File: src/rtl/double_buffer_reader.sv
// Sweeps a published doubleBuffer bank and streams it out over valid/ready.
// Define DOUBLE_BUFFER_READER_HEADER_EN to prefix every frame with a length header word.
module double_buffer_reader #(
  parameter int unsigned DATA_WIDTH    = 16,
  parameter int unsigned ADDRESS_WIDTH = 8,
  parameter int unsigned OVERRUN_WIDTH = 8
) (
  input  logic                     clock,
  input  logic                     reset,
  input  logic                     newData,
  input  logic [ADDRESS_WIDTH-1:0] dataLength,
  input  logic [DATA_WIDTH-1:0]    dataIn,
  output logic [ADDRESS_WIDTH-1:0] readPointer,
  output logic [DATA_WIDTH-1:0]    outData,
  output logic                     outValid,
  input  logic                     outReady,
  output logic                     outLast,
  output logic                     busy,
  output logic                     done,
  output logic [OVERRUN_WIDTH-1:0] overrun
);

`ifdef DOUBLE_BUFFER_READER_HEADER_EN
  if (DATA_WIDTH < ADDRESS_WIDTH) begin : gen_width_check
    $error("double_buffer_reader: DATA_WIDTH must be >= ADDRESS_WIDTH for the header word");
  end
`endif

  typedef enum logic [2:0] {
    StIdle,
    StFetch,
    StPresent,
    StFinish,
    StHeader
  } state_e;

  state_e                   state, stateNext;
  logic                     newDataQ;
  logic                     trigger;
  logic [ADDRESS_WIDTH-1:0] len, lenNext;
  logic [ADDRESS_WIDTH-1:0] readPointerNext;
  logic [DATA_WIDTH-1:0]    outDataNext;
  logic                     outValidNext;
  logic                     outLastNext;
  logic                     busyNext;
  logic                     doneNext;
  logic [OVERRUN_WIDTH-1:0] overrunNext;

  assign trigger = newData & ~newDataQ;

  always_ff @(posedge clock or negedge reset) begin
    if (!reset) begin
      state       <= StIdle;
      newDataQ    <= 1'b0;
      len         <= '0;
      readPointer <= '0;
      outData     <= '0;
      outValid    <= 1'b0;
      outLast     <= 1'b0;
      busy        <= 1'b0;
      done        <= 1'b0;
      overrun     <= '0;
    end else begin
      state       <= stateNext;
      newDataQ    <= newData;
      len         <= lenNext;
      readPointer <= readPointerNext;
      outData     <= outDataNext;
      outValid    <= outValidNext;
      outLast     <= outLastNext;
      busy        <= busyNext;
      done        <= doneNext;
      overrun     <= overrunNext;
    end
  end

  always_comb begin
    stateNext       = state;
    lenNext         = len;
    readPointerNext = readPointer;
    outDataNext     = outData;
    outValidNext    = outValid;
    outLastNext     = outLast;
    busyNext        = busy;
    doneNext        = 1'b0;
    overrunNext     = overrun;

    // Any trigger outside IDLE (FINISH included) is dropped and counted.
    if (trigger && (state != StIdle) && (overrun != '1)) begin
      overrunNext = overrun + OVERRUN_WIDTH'(1);
    end

    unique case (state)
      StIdle: begin
        if (trigger) begin
          lenNext = dataLength;
`ifdef DOUBLE_BUFFER_READER_HEADER_EN
          busyNext     = 1'b1;
          outDataNext  = DATA_WIDTH'(dataLength);
          outValidNext = 1'b1;
          outLastNext  = (dataLength == '0);
          stateNext    = StHeader;
          if (dataLength != '0) begin
            readPointerNext = '0;
          end
`else
          if (dataLength == '0) begin
            stateNext = StFinish;
          end else begin
            readPointerNext = '0;
            busyNext        = 1'b1;
            stateNext       = StFetch;
          end
`endif
        end
      end
`ifdef DOUBLE_BUFFER_READER_HEADER_EN
      StHeader: begin
        if (outReady) begin
          outValidNext = 1'b0;
          outLastNext  = 1'b0;
          stateNext    = outLast ? StFinish : StFetch;
        end
      end
`endif
      StFetch: begin
        outDataNext  = dataIn;
        outValidNext = 1'b1;
        outLastNext  = (readPointer == len - ADDRESS_WIDTH'(1));
        stateNext    = StPresent;
      end
      StPresent: begin
        if (outReady) begin
          outValidNext    = 1'b0;
          outLastNext     = 1'b0;
          readPointerNext = readPointer + ADDRESS_WIDTH'(1);
          stateNext       = outLast ? StFinish : StFetch;
        end
      end
      StFinish: begin
        doneNext  = 1'b1;
        busyNext  = 1'b0;
        stateNext = StIdle;
      end
      default: stateNext = StIdle;
    endcase
  end

endmodule

File: config.mk
export PLATFORM = sky130hd
export DESIGN_NAME = double_buffer_reader
export DESIGN_NICKNAME = d
export VERILOG_FILES = /design/src/rtl/double_buffer_reader.sv
export SDC_FILE = /design/constraint.sdc
export NUM_CORES = 1
export LEC_CHECK = 0
export BUFFER_PORTS_ARGS = -buffer_cell sky130_fd_sc_hd__buf_2
export CORE_MARGIN = 5
export CORE_UTILIZATION = 47
export CTS_CLUSTER_SIZE = 25
export DETAILED_ROUTE_END_ITERATION = 12
export PLACE_DENSITY = 0.8
export REMOVE_ABC_BUFFERS = 1
export SYNTH_ARGS = -nofsm -noshare
export SYNTH_HDL_FRONTEND = slang
export SYNTH_SLANG_ARGS = --single-unit
export TNS_END_PERCENT = 20
File: constraint.sdc
create_clock -name clock -period 1.6 [get_ports clock]
set_input_delay 0.16 -clock clock [delete_from_list [all_inputs] [get_ports clock]]
set_output_delay 0.16 -clock clock [all_outputs]
set_load 0.02 [all_outputs]
# Yosys cells after proc, flatten, opt, wreduce, memory -nomap -nowiden
# Cells that the tools add are included.
[word_totals] register_bits=48 output_inout_bits=36
[classes] add_sub_neg=3 n_eq_ne=8 n_mux=16 n_bitwise=2 n_reduce_logical=13
[ops] operator="two-way mux 8 bit" n=3
[ops] operator="adder 8 x 1 -> 8 bit (second input constant)" n=2
[ops] operator="one-hot mux 8 bit (2 select lines)" n=1
[ops] operator="one-hot mux 3 bit (3 select lines)" n=1
[ops] operator="equality test 8 bit" n=1
[ops] operator="zero test 8 bit" n=1
[ops] operator="inequality test 8 bit (second input constant)" n=1
[ops] operator="subtractor 8 x 1 -> 8 bit (second input constant)" n=1
[ops] operator="equality test 3 x 2 -> 1 bit (second input constant)" n=2
[ops] operator="two-way mux 3 bit" n=2
[ops] operator="inequality test 2 bit (second input constant)" n=3
[ops] operator="one-hot mux 1 bit (2 select lines)" n=3
[ops] operator="AND reduction 2 bit" n=3
[ops] operator="nonzero test 2 bit" n=3
[ops] operator="two-way mux 1 bit" n=4
[ops] operator="two-way mux 2 bit" n=2
[ops] operator="AND reduction 4 bit" n=1
[ops] operator="equality test 3 x 1 -> 1 bit (second input constant)" n=1
[ops] operator="zero test 3 bit" n=1
[ops] operator="AND reduction 3 bit" n=1
[ops] operator="nonzero test 3 bit" n=1
[ops] operator="logical AND 1 bit" n=2
[ops] operator="bitwise AND 1 bit" n=1
[ops] operator="NOT 1 bit" n=1

# Longest topological paths before layout
# Gate-level depths: netlist of run 1.
[depth] ltp_word=4 mapped_depth=7

# Least setup slack after synthesis of run 1
# OpenSTA, ideal clock, no wires.
[synth_path] path_type="flip-flop to flip-flop" startpoint="register overrun[0]" endpoint="register overrun[5]" setup_ps=80 arrival_ps=1729 t_required_ps=1520 path_slack_ps=-209 path_stages_with_launch=7 path_buffers=0 cell_sequence="dfrtp_1 -> ha_1 -> and3_1 -> a211oi_4 -> nand4_2 -> nor2_1 -> xor2_1"
[synth_between] elab_chain_len=2 elab_cells_between_ends=3 cone_classes="add/sub (1); eq/ne (1); reduce/logical (1)"
[synth_rtl] element="start: declaration" line_no="20" text="output logic [OVERRUN_WIDTH-1:0] overrun"
[synth_rtl] element="start signal: assignment" line_no="73" text="overrun <= overrunNext;"
[synth_rtl] element="branches (longest 2 deep; another with adder 8 x 1 -> 8 bit)"
# Several ways; the timed one is not identified.
# A chain may end at the register's enable or synchronous reset.

# Final worst setup path of run 1
[layout_path] startpoint="register overrun[0]" endpoint="register overrun[7]"
# The elaborated chain is that of the path after synthesis.

==> impl_metrics.yaml, run 1 <==
worst_setup_path:
  cp-start-kind: "register"
  crit_chain: "ha_2 > and3_4 > a211oi_4 > nand4_2 > nor2_1 > xor2_1"
  reg2reg_slack_ps: -50
  end_kind: "register"
  path_class: "register to register"
  cp_slowest_cell: "dfrtp_1"
  timing.rr.end: "overrun[7]$_DFFE_PN0P_"
  cpPeakStageDelay_ps: 400
  r2r-start: "overrun[0]$_DFFE_PN0P_"
  crit_required_ps: 1820
  worstRegToRegCells: 6
  crit_fanout: 4
  worstPathArrival_ps: 1870
worst_hold_path:
  hold_class: "input port to register"
  holdPathStages: 2
  holdPathEnd: "outData[8]$_DFFE_PN0P_"
  hp-start: "dataIn[8]"
pwr:
  p_leak_uw: 0.00149
  max-vdd-ir-drop_v: 0.00109
  p_per_area_nw_per_um2: 1910
  finalPower_uw: 6060
sta:
  finClkSkew_ps: 8.46
  max_freq_mhz: 607
  hold_viol_final: 0
  slew_headroom: 0.690
  slew_viol_final: 0
  worst_slack_ps: -48.0
  setup_tns_ps: -129
  fin_crit_sh: 1.03
  rsz0062_at_grt: "yes"
  hold_slack_ps: 86.0
  min_period_ps: 1650
  tightest_slew_ps: 466
  setup_viol: 4
global_route:
  grt_pass1_wl_um: 8290
  grt_max_degree: 22
  grt_use_total: 0.167
  antenna_found_initial: 0
  grt.overflow.total: 0
  grt_pass1_vias: 1823
clocking:
  clock-sinks: 47
  cts.clk_slew.worst_paths_ps: 90
  cts_buffers: 5
  insertion_delay_ps: 300
  cts_tree: "built"
  clock_path_buffers: 2
  h-tree-depth: 2
  root_buffer: "clkbuf_8"
floorplan:
  start_util: 0.482
  ios: 64
  core_um2: 4720
  die_y_um: 79.6
  die-area_um2: 6330
  rows: 25
  die_x_um: 79.6
logic_synthesis:
  ys_seq_elements: 47
  syn_inst: 195
  synth_area_per_cell_um2: 11.7
  synth_warnings: 0
  syn_area_um2: 2270
  ys_types: 47
  seq_area_frac_synth: 0.517
layout:
  finalNonFillerCells: 367
  nets: 330
  drive_gt1_frac: 0.513
  areaGrowthSynthToFinish_pct: 39.4
  diodes: 0
status:
  failed_checks: "negative setup slack"
  status: "finished with violations"
route:
  drt_iter0_drc: 72
  vias: 1866
  first_pass_iters: 4
  avgRoutedWirePerCell_um: 14.5
  wirelength_um: 5310
  via_per_inst: 5.08
  postRouteAntennaNets: 0
  drc: 0
place:
  hpwl_um: 3840
  gp_congestion: 0.895
  io_buffers: 63
  dp_cells: 345
flow_run:
  drv_cap: 0
Yosys cell counts (all sizes together):
| library cell | n | area (um^2) |
|---|---|---|
| a211oi | 1 | 20.0 |
| a21oi | 4 | 31.3 |
| a22o | 1 | 8.76 |
| a311o | 1 | 10.0 |
| a31oi | 1 | 6.26 |
| and2 | 5 | 31.3 |
| and2b | 1 | 7.51 |
| and3 | 2 | 12.5 |
| and4 | 1 | 8.76 |
| and4b | 1 | 10.0 |
| buf | 5 | 33.8 |
| clkbuf | 1 | 3.75 |
| dfrtp | 47 | 1180 |
| ha | 3 | 37.5 |
| inv | 6 | 22.5 |
| mux2 | 23 | 259 |
| nand2 | 13 | 56.3 |
| nand2b | 2 | 12.5 |
| nand3 | 4 | 25.0 |
| nand3b | 2 | 15.0 |
| nand4 | 4 | 31.3 |
| nand4b | 1 | 8.76 |
| nor2 | 8 | 30.0 |
| nor2b | 3 | 18.8 |
| nor3 | 4 | 25.0 |
| nor4 | 4 | 40.0 |
| o211ai | 1 | 7.51 |
| o21ai | 16 | 80.1 |
| o22ai | 1 | 6.26 |
| o31a | 1 | 8.76 |
| o31ai | 4 | 30.0 |
| o41ai | 1 | 8.76 |
| or2 | 2 | 12.5 |
| or3 | 3 | 18.8 |
| or3b | 1 | 11.3 |
| xnor2 | 12 | 105 |
| xor2 | 5 | 43.8 |
routing by layer:
metal / part of all wire / routed length, um / GRT usage
met5: 0 / 0 / 0
met4: 0.011 / 61 / 0.0412
met1: 0.42 / 2240 / 0.212
met2: 0.51 / 2720 / 0.278
met3: 0.053 / 280 / 0.0485
registers in the layout, summed over array words and instances (netlist names):
name         count
busy             1
done             1
len              8
newDataQ         1
outData         16
outLast          1
outValid         1
overrun          8
readPointer      8
state            2
placed cells by master (no fill, tap or decap), types with 2 or more instances in the layout:
master	count
nor3_1	2
nor3_2	2
clkbuf_8	5
bufinv_16	2
buf_6	2
buf_2	63
o31ai_1	4
dfrtp_2	2
buf_4	34
or3_1	3
dlygate4sd3_1	2
nor2b_1	3
nand2b_1	2
or2_4	2
xnor2_1	12
buf_12	2
nor4_1	3
a21oi_1	3
nand3_1	3
dfrtp_1	45
nor2_1	7
o21ai_0	7
mux2_2	22
and2_1	5
nand2_1	12
o21ai_1	6
nand3b_1	2
xor2_1	5
inv_1	6
ha_2	2
nand4_1	3
o21ai_2	3
repair_timing:
item / 4_1_cts / 5_1_grt
hold buffers: 2 / 0
endpoints found under the setup margin: 6 / 13
setup buffers: 3 / 9
gates resized for setup: 3 / 21
endpoints found under the hold margin: 18 / 0
pin swaps: 6 / 12
worst max path at each step:
stage                            from                endpoint  slack (ps)  depth (start not counted)
3_3_place_gp   overrun[0]$_DFFE_PN0P_  overrun[7]$_DFFE_PN0P_         -40                          6
5_1_grt        overrun[0]$_DFFE_PN0P_  overrun[7]$_DFFE_PN0P_        -120                          6
6_report       overrun[0]$_DFFE_PN0P_  overrun[7]$_DFFE_PN0P_         -50                          6
2_1_floorplan    state[0]$_DFFE_PN0P_  outData[0]$_DFFE_PN0P_        -270                          2
3_5_place_dp   overrun[0]$_DFFE_PN0P_  overrun[5]$_DFFE_PN0P_        -100                          6
4_1_cts        overrun[1]$_DFFE_PN0P_  overrun[7]$_DFFE_PN0P_         -10                          6
area by class of cell:
cell class	count	area, um^2
Fill cell	385	1550
Sequential cell	47	1180
Multi-Input combinational cell	136	1100
Timing Repair Buffer	103	653
Tap cell	67	83.8
Clock buffer	5	68.8
Clock inverter	3	67.6
Inverter	6	22.5
worst max-delay path, delay by kind of cell (launching register included):
family	cells	cell delay (ps)
AO/OA/AOI/OAI	1	320
adder cells (fa/ha/maj)	1	200
AND/OR/NAND/NOR	3	500
XOR/XNOR	1	150
flip-flops	1	400
power breakdown:
part           switching [uW]  internal, uW  total, uW
Sequential                344          1650       2000
Combinational            1540          1500       3040
Clock                     402           623       1020
metrics by stage:
stage	setup WS (ps)	utilization	instance area, um^2
2_1_floorplan	-270	-	2240
3_3_place_gp	-37.9	0.605	2860
3_5_place_dp	-99.2	0.605	2860
4_1_cts	-14.8	0.645	3050
5_1_grt	-122	0.671	3170
6_report	-48.0	0.671	3170
cells by family (layout without fill, tap and decap cells):
kind of cell | count (synthesis) | after routing | share of synthesized area
compound gates | 32 | 32 | 0.0957
xor+xnor | 17 | 17 | 0.0655
fa+ha+maj | 3 | 3 | 0.0165
buf+inv | 12 | 117 | 0.0264
flops | 47 | 47 | 0.517
mux | 23 | 23 | 0.114
simple gates | 61 | 61 | 0.165
(Power assumes the default switching activity.)
==> inputs of run 2 (changes only) <==
--- a/config.mk
+++ b/config.mk
@@ -12,6 +12,8 @@
 export DETAILED_ROUTE_END_ITERATION = 12
 export PLACE_DENSITY = 0.8
 export REMOVE_ABC_BUFFERS = 1
+export SETUP_SLACK_MARGIN = 0.1
+export SKIP_LAST_GASP = 1
 export SYNTH_ARGS = -nofsm -noshare
 export SYNTH_HDL_FRONTEND = slang
 export SYNTH_SLANG_ARGS = --single-unit
==> run 2 against run 1 <==
The run still ends with negative setup slack left. Clock-buffer cell count stayed put. Final cell count up 1.4%. Clock power about the same. Combinational power up 1%. Final area up 1.2%. Via count up 1.2%. Routed wire length increased by 2.4%. Register-to-register slack got worse by 20 ps. Fmax down 1.1%. Sequential power barely moved. Critical path depth down 1. Critical path type unchanged. Critical endpoint is now overrun[1]$_DFFE_PN0P_. Largest power group unchanged.
==> impl_metrics.yaml, run 2 (same netlist as run 1, synthesis figures left out) <==
floorplan:
  core_um2: 4720
  start_util: 0.482
  die_x_um: 79.6
  die-area_um2: 6330
  die_y_um: 79.6
  ios: 64
  rows: 25
layout:
  areaGrowthSynthToFinish_pct: 41.1
  layout_common_cells: "buf_2 (63), dfrtp_1 (45), buf_4 (39), mux2_2 (23)"
  finalNonFillerCells: 372
  diodes: 0
  regMostFlops: "outData"
  drive_gt1_frac: 0.525
  nets: 335
  mostFrequentLayoutCell: "buf_2"
  largest_reg_flops: 16
route:
  drc: 0
  avgRoutedWirePerCell_um: 14.6
  postRouteAntennaNets: 0
  first_pass_iters: 4
  vias: 1888
  wirelength_um: 5440
  drt_iter0_drc: 57
  via_per_inst: 5.08
sta:
  setup_viol: 4
  fin_crit_sh: 1.04
  slew_headroom: 0.685
  slew_viol_final: 0
  min_period_ps: 1670
  finClkSkew_ps: 8.35
  setup_tns_ps: -186
  worst_slack_ps: -66.5
  tightest_slew_ps: 473
  hold_viol_final: 0
  rsz0062_at_grt: "yes"
  hold_slack_ps: 85.6
  max_freq_mhz: 600
global_route:
  grt_max_degree: 22
  grt_pass1_wl_um: 8280
  grt_pass1_vias: 1820
  grt.overflow.total: 0
  antenna_found_initial: 0
  grt_use_total: 0.167
status:
  status: "finished with violations"
  failed_checks: "negative setup slack"
worst_setup_path:
  worstPathArrival_ps: 1850
  crit_required_ps: 1790
  end_kind: "register"
  path_class: "register to register"
  cp-start-kind: "register"
  crit_fanout: 4
clocking:
  clock-sinks: 47
  cts.clk_slew.worst_paths_ps: 90
  insertion_delay_ps: 300
  root_buffer: "clkbuf_8"
  clock_path_buffers: 2
  h-tree-depth: 2
  cts_buffers: 5
  cts_tree: "built"
pwr:
  p_sw_uw: 2300
  p_leak_uw: 0.00150
  intPower_uw: 3810
  clkPwrFrac: 0.168
  p_per_area_nw_per_um2: 1900
  combinationalPowerShare: 0.503
  switching_share: 0.377
  finalPower_uw: 6110
  seq_power_share: 0.328
  max-vdd-ir-drop_v: 0.00108
place:
  gp_congestion: 0.895
  hpwl_um: 3840
  io_buffers: 63
  dp_cells: 345
worst_hold_path:
  hold_class: "input port to register"
flow_run:
  drv_cap: 0
run 2: worst max-delay path, stage by stage, from the launching register on:
cell and delay, ps:
dfrtp_1 400, ha_2 200, and3_4 150, a211oi_4 320
buf_4 170, mux2_2 310
run 2: path summary, 6_finish.rpt:
kind / start / to / slack [ps] / cells past startpoint
max in group asynchronous: reset / outData[3]$_DFFE_PN0P_ / 740 / 3
min in group asynchronous: reset / readPointer[3]$_DFFE_PN0P_ / 340 / 2
max: overrun[0]$_DFFE_PN0P_ / overrun[1]$_DFFE_PN0P_ / -70 / 5
min reg2reg: overrun[5]$_DFFE_PN0P_ / overrun[5]$_DFFE_PN0P_ / 510 / 1
max reg2reg: overrun[0]$_DFFE_PN0P_ / overrun[1]$_DFFE_PN0P_ / -70 / 5
min: dataIn[15] / outData[15]$_DFFE_PN0P_ / 90 / 2
run 2: area by class of cell:
cell class | instances | area (um^2)
Sequential cell | 47 | 1180
Timing Repair Buffer | 107 | 679
Tap cell | 67 | 83.8
Fill cell | 372 | 1510
Clock buffer | 5 | 68.8
Clock inverter | 3 | 67.6
Inverter | 6 | 22.5
Multi-Input combinational cell | 137 | 1110
run 2: power groups by stage:
stage | clock network [uW] | logic, uW | registers (uW)
floorplan | 0 | 1160 | 2500
global placement | 0 | 2660 | 1980
detailed placement | 0 | 2730 | 2010
CTS | 1050 | 2800 | 1990
global route | 1110 | 3340 | 2060
finish | 1030 | 3080 | 2010
run 2: repair_timing:
action,4_1_cts,5_1_grt
cloned,0,1
setup endpoints to repair,14,31
pin swaps,6,19
endpoints found under the hold margin,18,0
hold buffers,2,0
setup buffers,3,13
gates resized for setup,3,16
run 2: per-layer routing:
layer	wire length [um]	global-route usage
met5	0	0
met4	61	0.0412
met3	312	0.0485
met2	2800	0.278
met1	2270	0.212
run 2: through the flow:
stage                     setup WS [ps]   util  instance area [um^2]
final                             -66.5  0.679                  3210
after global routing               -121  0.679                  3210
after CTS                         -14.8  0.645                  3050
after detailed placement          -99.2  0.605                  2860
after global placement            -37.9  0.605                  2860
after floorplan                    -270      -                  2240
